## src/rtl/debounce_bank_pkg.sv

```systemverilog
// Shared timing constants and the per-channel output bundle for the debounce bank.
package debounce_bank_pkg;

  localparam int CLK_HZ        = 100_000_000;
  localparam int DEBOUNCE_10MS = CLK_HZ / 100;
  localparam int HOLD_500MS    = CLK_HZ / 2;
  localparam int REPEAT_100MS  = CLK_HZ / 10;

  localparam int DEF_N     = 8;
  localparam int DEF_NSYNC = 2;
  localparam int DEF_CW    = 20;
  localparam int DEF_HW    = 26;

  typedef struct packed {
    logic clean;
    logic rise;
    logic fall;
    logic held;
    logic rpt;
  } chan_out_t;

endpackage

```

## src/rtl/debounce_bank_if.sv

```systemverilog
// Bus bundle between raw switch pins and the conditioned outputs of the debounce bank.
interface debounce_bank_if #(
  parameter int N = 8
);
  // No handshake: noisy is sampled every clock, all outputs are registered levels or 1-cycle strobes.
  logic [N-1:0] noisy;
  logic [N-1:0] clean;
  logic [N-1:0] rise;
  logic [N-1:0] fall;
  logic [N-1:0] held;
  logic [N-1:0] rpt;

  modport master (output noisy, input clean, rise, fall, held, rpt);
  modport slave  (input noisy, output clean, rise, fall, held, rpt);
endinterface

```

## src/rtl/debounce_bank_chan.sv

```systemverilog
// One switch channel: synchroniser, counter debounce, edge pulses, long-press and auto-repeat.
module debounce_chan
  import debounce_bank_pkg::*;
#(
  parameter int NSYNC  = 2,
  parameter int DELAY  = 4,
  parameter int CW     = 3,
  parameter int HOLD   = 20,
  parameter int REPEAT = 5,
  parameter int HW     = 5
) (
  input  logic      clock,
  input  logic      reset,
  input  logic      i_noisy,
  output chan_out_t o_out
);

  // cand acts as the last synchroniser stage, so the chain itself is one flop shorter.
  logic [NSYNC-2:0] r_sync;
  logic             r_cand;
  logic [CW-1:0]    r_cnt;
  logic [HW-1:0]    r_hc;
  logic [HW-1:0]    r_rc;
  chan_out_t        r_out;

  logic          w_s;
  logic          w_stable;
  logic          w_commit;
  logic          w_rise;
  logic          w_fall;
  logic [HW-1:0] w_hc_next;
  logic          w_held_next;
  logic          w_rc_hit;
  logic [HW-1:0] w_rc_next;
  logic          w_rpt;

  assign w_s = r_sync[NSYNC-2];

  always_comb begin
    w_stable    = (w_s == r_cand);
    w_commit    = w_stable && (r_cnt == CW'(DELAY));
    w_rise      = w_commit && r_cand && !r_out.clean;
    w_fall      = w_commit && !r_cand && r_out.clean;

    w_hc_next   = r_hc;
    if (!r_out.clean || w_fall) begin
      w_hc_next = '0;
    end else if (r_hc != HW'(HOLD)) begin
      w_hc_next = r_hc + HW'(1);
    end
    w_held_next = !w_fall && (r_out.held || (r_out.clean && (w_hc_next == HW'(HOLD))));

    w_rc_hit    = r_out.held && (r_rc == HW'(REPEAT - 1));
    w_rc_next   = r_rc + HW'(1);
    if (!r_out.held || w_fall || w_rc_hit) begin
      w_rc_next = '0;
    end

    // A release edge kills any strobe that would otherwise land on it.
    w_rpt = w_rise || (!r_out.held && w_held_next) || (w_rc_hit && !w_fall);
  end

  always_ff @(posedge clock) begin
    if (reset) begin
      r_sync <= '0;
      r_cand <= 1'b0;
      r_cnt  <= '0;
      r_hc   <= '0;
      r_rc   <= '0;
      r_out  <= '0;
    end else begin
      r_sync[0] <= i_noisy;
      for (int i = 1; i < NSYNC - 1; i++) begin
        r_sync[i] <= r_sync[i-1];
      end
      if (!w_stable) begin
        r_cand <= w_s;
        r_cnt  <= '0;
      end else if (r_cnt != CW'(DELAY)) begin
        r_cnt <= r_cnt + CW'(1);
      end
      if (w_commit) begin
        r_out.clean <= r_cand;
      end
      r_out.rise <= w_rise;
      r_out.fall <= w_fall;
      r_out.held <= w_held_next;
      r_out.rpt  <= w_rpt;
      r_hc       <= w_hc_next;
      r_rc       <= w_rc_next;
    end
  end

  assign o_out = r_out;

endmodule

```

## src/rtl/debounce_bank.sv

```systemverilog
// N independent switch conditioners; this level only fans the per-channel buses.
module debounce_bank
  import debounce_bank_pkg::*;
#(
  parameter int N      = DEF_N,
  parameter int NSYNC  = DEF_NSYNC,
  parameter int DELAY  = DEBOUNCE_10MS,
  parameter int CW     = DEF_CW,
  parameter int HOLD   = HOLD_500MS,
  parameter int REPEAT = REPEAT_100MS,
  parameter int HW     = DEF_HW
) (
  input  logic            clock,
  input  logic            reset,
  debounce_bank_if.slave  bus
);

  chan_out_t    w_out [N];
  logic [N-1:0] w_clean;
  logic [N-1:0] w_rise;
  logic [N-1:0] w_fall;
  logic [N-1:0] w_held;
  logic [N-1:0] w_rpt;

  for (genvar g = 0; g < N; g++) begin : g_chan
    debounce_chan #(
      .NSYNC (NSYNC),
      .DELAY (DELAY),
      .CW    (CW),
      .HOLD  (HOLD),
      .REPEAT(REPEAT),
      .HW    (HW)
    ) u_chan (
      .clock  (clock),
      .reset  (reset),
      .i_noisy(bus.noisy[g]),
      .o_out  (w_out[g])
    );
    assign w_clean[g] = w_out[g].clean;
    assign w_rise[g]  = w_out[g].rise;
    assign w_fall[g]  = w_out[g].fall;
    assign w_held[g]  = w_out[g].held;
    assign w_rpt[g]   = w_out[g].rpt;
  end

  assign bus.clean = w_clean;
  assign bus.rise  = w_rise;
  assign bus.fall  = w_fall;
  assign bus.held  = w_held;
  assign bus.rpt   = w_rpt;

endmodule
```

## src/flat_wrapper.sv

```systemverilog
// flat-port wrapper written by rule: the top's interface ports become plain ports
module debounce_bank_flat import debounce_bank_pkg::*;
#(
  parameter int N      = DEF_N,
  parameter int NSYNC  = DEF_NSYNC,
  parameter int DELAY  = DEBOUNCE_10MS,
  parameter int CW     = DEF_CW,
  parameter int HOLD   = HOLD_500MS,
  parameter int REPEAT = REPEAT_100MS,
  parameter int HW     = DEF_HW
)
  (clock, reset, bus_noisy, bus_clean, bus_rise, bus_fall, bus_held, bus_rpt);
  debounce_bank_if #(.N(N)) bus_i ();
  input  logic clock;
  input  logic reset;
  input wire logic [$bits(bus_i.noisy)-1:0] bus_noisy;
  output wire logic [$bits(bus_i.clean)-1:0] bus_clean;
  output wire logic [$bits(bus_i.rise)-1:0] bus_rise;
  output wire logic [$bits(bus_i.fall)-1:0] bus_fall;
  output wire logic [$bits(bus_i.held)-1:0] bus_held;
  output wire logic [$bits(bus_i.rpt)-1:0] bus_rpt;
  assign bus_i.noisy = bus_noisy;
  assign bus_clean = bus_i.clean;
  assign bus_rise = bus_i.rise;
  assign bus_fall = bus_i.fall;
  assign bus_held = bus_i.held;
  assign bus_rpt = bus_i.rpt;
  debounce_bank #(.N(N), .NSYNC(NSYNC), .DELAY(DELAY), .CW(CW), .HOLD(HOLD), .REPEAT(REPEAT), .HW(HW)) u_core (.clock(clock), .reset(reset), .bus(bus_i));
endmodule
```

## config.mk

```make
export PLATFORM = sky130hd
export DESIGN_NAME = debounce_bank_flat
export DESIGN_NICKNAME = d
export VERILOG_FILES = /design/src/rtl/debounce_bank_pkg.sv /design/src/rtl/debounce_bank_if.sv /design/src/rtl/debounce_bank_chan.sv /design/src/rtl/debounce_bank.sv /design/src/flat_wrapper.sv
export SDC_FILE = /design/constraint.sdc
export NUM_CORES = 1
export LEC_CHECK = 0
export ABC_AREA = 1
export ABC_CLOCK_PERIOD_IN_PS = 2290
export CORE_ASPECT_RATIO = 0.75
export CORE_MARGIN = 8
export CORE_UTILIZATION = 40
export DETAILED_ROUTE_END_ITERATION = 10
export PLACE_DENSITY_LB_ADDON = 0.08
export SLEW_MARGIN = 20
export SYNTH_ARGS = -nofsm -noshare
export SYNTH_HDL_FRONTEND = slang
export SYNTH_SLANG_ARGS = --single-unit
```

## constraint.sdc

```tcl
create_clock -name clock -period 2.29 [get_ports clock]
set_clock_uncertainty 0.2 [all_clocks]
set_input_delay 0.458 -clock clock [delete_from_list [all_inputs] [get_ports clock]]
set_output_delay 0.458 -clock clock [all_outputs]
set_load 0.01 [all_outputs]
```

==> flow_summary_export.csv <==
group,metric,value,unit
run_status,status,"completed",
clock_network,cts_root_buf,"clkbuf_16",
timing,setup_violations,0,
worst_setup_path,ff2ff_setup_slack,30,ps
worst_hold_path,min_path_type,"input port to flip-flop",
drt,drt-vias-per-instance,4.79,
synthesis,number_of_enable_flip_flop_cells_after_synthesis,0,
synthesis,post_synth_inst_count,4743,
clock_network,postCtsHoldBufs,0,
placed_design,gp_congestion,0.875,
die,die_w,344,um
run,drv_cap,0,
timing,timing.final.crit_share,98.8,%
placed_design,place_area,0.0364,mm^2
die,floorplan.die.height,262,um
die,ioPinCount,50,
final_layout,antenna-diode-count,0,
worst_setup_path,r2r_end,"u_core.g_chan[4].u_chan.o_out[0]",
clock_network,clk_pin_slew,60,ps
global_route,grt_overflow,0,
timing,maxClockFrequency,442,MHz
synthesis,postSynthAreaPerCell,6.82,um^2
final_layout,flow.area_growth_from_synthesis,27.8,%
pwr,power.density_cell_area,576,mW/mm^2
die,number_of_standard_cell_rows_in_the_floorplan,90,
worst_hold_path,whs_endpoint,"u_core.g_chan[1].u_chan.r_sync",
synthesis,synth.lib_cells_used.distinct,62,
clock_network,cts_buffers,72,
final_layout,finish.instance_area,0.0414,mm^2
global_route,wire_length_of_the_first_global_routing_pass,134,mm
synthesis,number_of_register_bits_inferred_by_synthesis,632,
placed_design,portBuffers,49,
worst_setup_path,cp-start-kind,"flip-flop",
die,initial_core_utilization,40.3,%
final_layout,post_route_cells_drive_above_1_share,21.1,%
pwr,ir_worst_vdd,0.486,mV
clock_network,cts.sink_count,632,
global_route,pin_count_of_the_biggest_net_entering_global_routing,54,
timing,timing.setup.tns,0,ps
timing,timing_max_transition_violations_final,0,
worst_setup_path,cp_max_fo,3,
timing,final_critical_path_setup_slack,27.0,ps
timing,rsz0062_at_grt,"yes",
placed_design,hpwl,59.0,mm
timing,timing_worst_slew_pin_value,509,ps
die,die-area,0.0904,mm^2
global_route,grt_use_total,17.1,%
drt,routed-via-count,30100,
die,design.core.area,0.0803,mm^2
worst_setup_path,critical_path_end_type,"flip-flop",
drt,wl_per_cell,12.9,um
synthesis,number_of_warnings_issued_by_yosys,0,
worst_setup_path,crit_path_top_delay_cell,"dfxtp_2",
timing,slew-limit-headroom,66.0,%
drt,drt_wl_total,81.3,mm
synthesis,syn-cell-area,0.0324,mm^2
timing,final_period_minus_worst_setup_slack,2260,ps
drt,drc_errors,0,
worst_setup_path,critPathRequiredTime,2640,ps
worst_setup_path,cp_data_arrival_time,2610,ps
global_route,antenna_found_initial,0,
worst_setup_path,crit_chain,"ha_4, nand3_4, nor3_4, nand2_2, nor2_4, xor2_2, nand2_1, nor2_2, nand3_1, nor2_2, nand3_1, a21oi_2",
synthesis,synth_top_flop_cell,"dfxtp_1",
worst_setup_path,crit_path_largest_cell_delay,350,ps
final_layout,final_net_count,5230,
drt,dr.first_iter.drc_count,1910,
synthesis,postSynthNetCount,4793,
clock_network,clock_insertion_delay_worst_skew,620,ps
worst_hold_path,worstHoldPathCells,3,
worst_setup_path,r2r_cells,12,
drt,firstDrtPassIters,5,
clock_network,cts_tree,"done",
clock_network,cts_buffer_depth,3,
timing,hold_viol_final,0,
global_route,first_global_vias,27400,
drt,antenna_violating_nets_post_route,0,
worst_hold_path,worstHoldStart,"reset",
synthesis,share_of_flip_flops_with_an_asynchronous_set_or_reset,0,%
clock_network,cts.htree.levels,3,
synthesis,yosysSeqAreaShare,39.1,%
pwr,p_leak,0.0151,uW
worst_setup_path,crit-reg2reg-launch,"u_core.g_chan[4].u_chan.r_hc[0]",
placed_design,setup_slack_at_placement,-64.2,ps
worst_setup_path,setup.worst_path.class,"flip-flop to flip-flop",
[kinds of logic (layout without fill, tap and decap cells)]
group | Yosys count | count (layout) | synth area share (%)
AO/OA/AOI/OAI | 402 | 402 | 6.68
XOR/XNOR | 202 | 202 | 5.51
adder cells (fa/ha/maj) | 40 | 40 | 1.55
buffers and inverters | 723 | 1217 | 8.52
flip-flops | 632 | 632 | 39.1
AND/OR/NAND/NOR | 2744 | 2744 | 38.6
[per-layer routing]
layer	up-vias	GRT usage, %	part of all wire [%]
li1	16100	-	-
met1	13400	27.0	54
met2	449	23.8	40
met3	125	2.53	4.1
met4	0	4.16	2.0
met5	-	0	0
[critical path, delay by kind of cell, from the launching register on]
kind,cells,cell delay [ps]
AOI/OAI and AO/OA,1,120
and+or+nand+nor,9,1180
adders and majority gates,1,150
xor gates and xnor gates,1,180
DFF,1,350
[sequential cells by signal, indices dropped and copies added (netlist names)]
| signal | count |
|---|---|
| u_core.g_chan.u_chan.o_out | 40 |
| u_core.g_chan.u_chan.r_cand | 8 |
| u_core.g_chan.u_chan.r_cnt | 160 |
| u_core.g_chan.u_chan.r_hc | 208 |
| u_core.g_chan.u_chan.r_rc | 208 |
| u_core.g_chan.u_chan.r_sync | 8 |
[power by group]
part	switching, uW	internal (uW)	total [uW]
clock	4830	7600	12400
sequential	30.8	11000	11100
combinational	246	126	372
[worst max path at each step]
stage | startpoint | cells after the start | to | slack [ps]
5_1_grt | u_core.g_chan[4].u_chan.r_hc[1] | 12 | u_core.g_chan[4].u_chan.o_out[0] | -120
6_report | u_core.g_chan[4].u_chan.r_hc[0] | 12 | u_core.g_chan[4].u_chan.o_out[0] | 30
3_3_place_gp | u_core.g_chan[7].u_chan.r_hc[0] | 12 | u_core.g_chan[7].u_chan.o_out[0] | -10
4_1_cts | u_core.g_chan[6].u_chan.r_hc[0] | 17 | u_core.g_chan[6].u_chan.o_out[0] | 0.008
3_5_place_dp | u_core.g_chan[7].u_chan.r_hc[0] | 13 | u_core.g_chan[7].u_chan.o_out[0] | -60
2_1_floorplan | u_core.g_chan[4].u_chan.r_hc[0] | 12 | u_core.g_chan[4].u_chan.o_out[0] | 130
[through the flow]
stage	std cells	hold WS [ps]	utilization [%]	total power, uW
floorplan	4743	216	-	11500
global placement	6106	226	45.3	11700
CTS	6241	79.5	48.6	24300
finish	6295	112	51.5	23800
detailed placement	6106	228	45.3	11700
global route	6295	103	51.5	24800
[placed cells by master (no fill, tap or decap), types with 48 or more instances in the layout]
master,n
nand2_1,899
nor2_1,722
inv_1,618
dfxtp_1,529
buf_4,351
nand3_1,251
a21oi_1,218
nor3_1,183
nand4_1,143
xor2_1,142
nor2_2,134
o21ai_0,93
dfxtp_2,90
clkbuf_16,77
nand2_2,61
xnor2_1,48
[final cells by class]
type	instances	area (um^2)
well taps	1058	1320
flip-flops and latches	632	12800
fillers	8046	38900
clock buffers	106	2170
clock inverters	25	379
repair buffers	424	3460
inverters	662	2520
multi-input cells	3388	18700
[repair_timing]
| action | 4_1_cts | 5_1_grt |
|---|---|---|
| pin swaps | 7 | 197 |
| cloned | 0 | 1 |
| gates resized for setup | 32 | 593 |
| endpoints found under the setup margin | 22 | 113 |
| buffers inserted | 4 | 53 |
[synth_stat cells, drive strengths merged (7+ instances only)]
cell type | number | area [um^2]
ha | 40 | 500
nor3b | 54 | 420
nand2 | 970 | 3670
nand3b | 16 | 133
o21ai | 115 | 579
nor3 | 251 | 1480
xor2 | 153 | 1360
inv | 659 | 2470
or2 | 27 | 171
nand4 | 145 | 928
nor2 | 894 | 3490
o21a | 12 | 90.1
buf | 28 | 149
xnor2 | 49 | 429
a21oi | 224 | 1120
dfxtp | 632 | 12700
a211oi | 10 | 75.1
nand3 | 306 | 1590
a31oi | 16 | 100
o21bai | 7 | 52.6
o31ai | 7 | 52.6
and3 | 10 | 62.6
clkbuf | 33 | 124
nor4 | 61 | 492
Power figures use the tool's default switching activity.
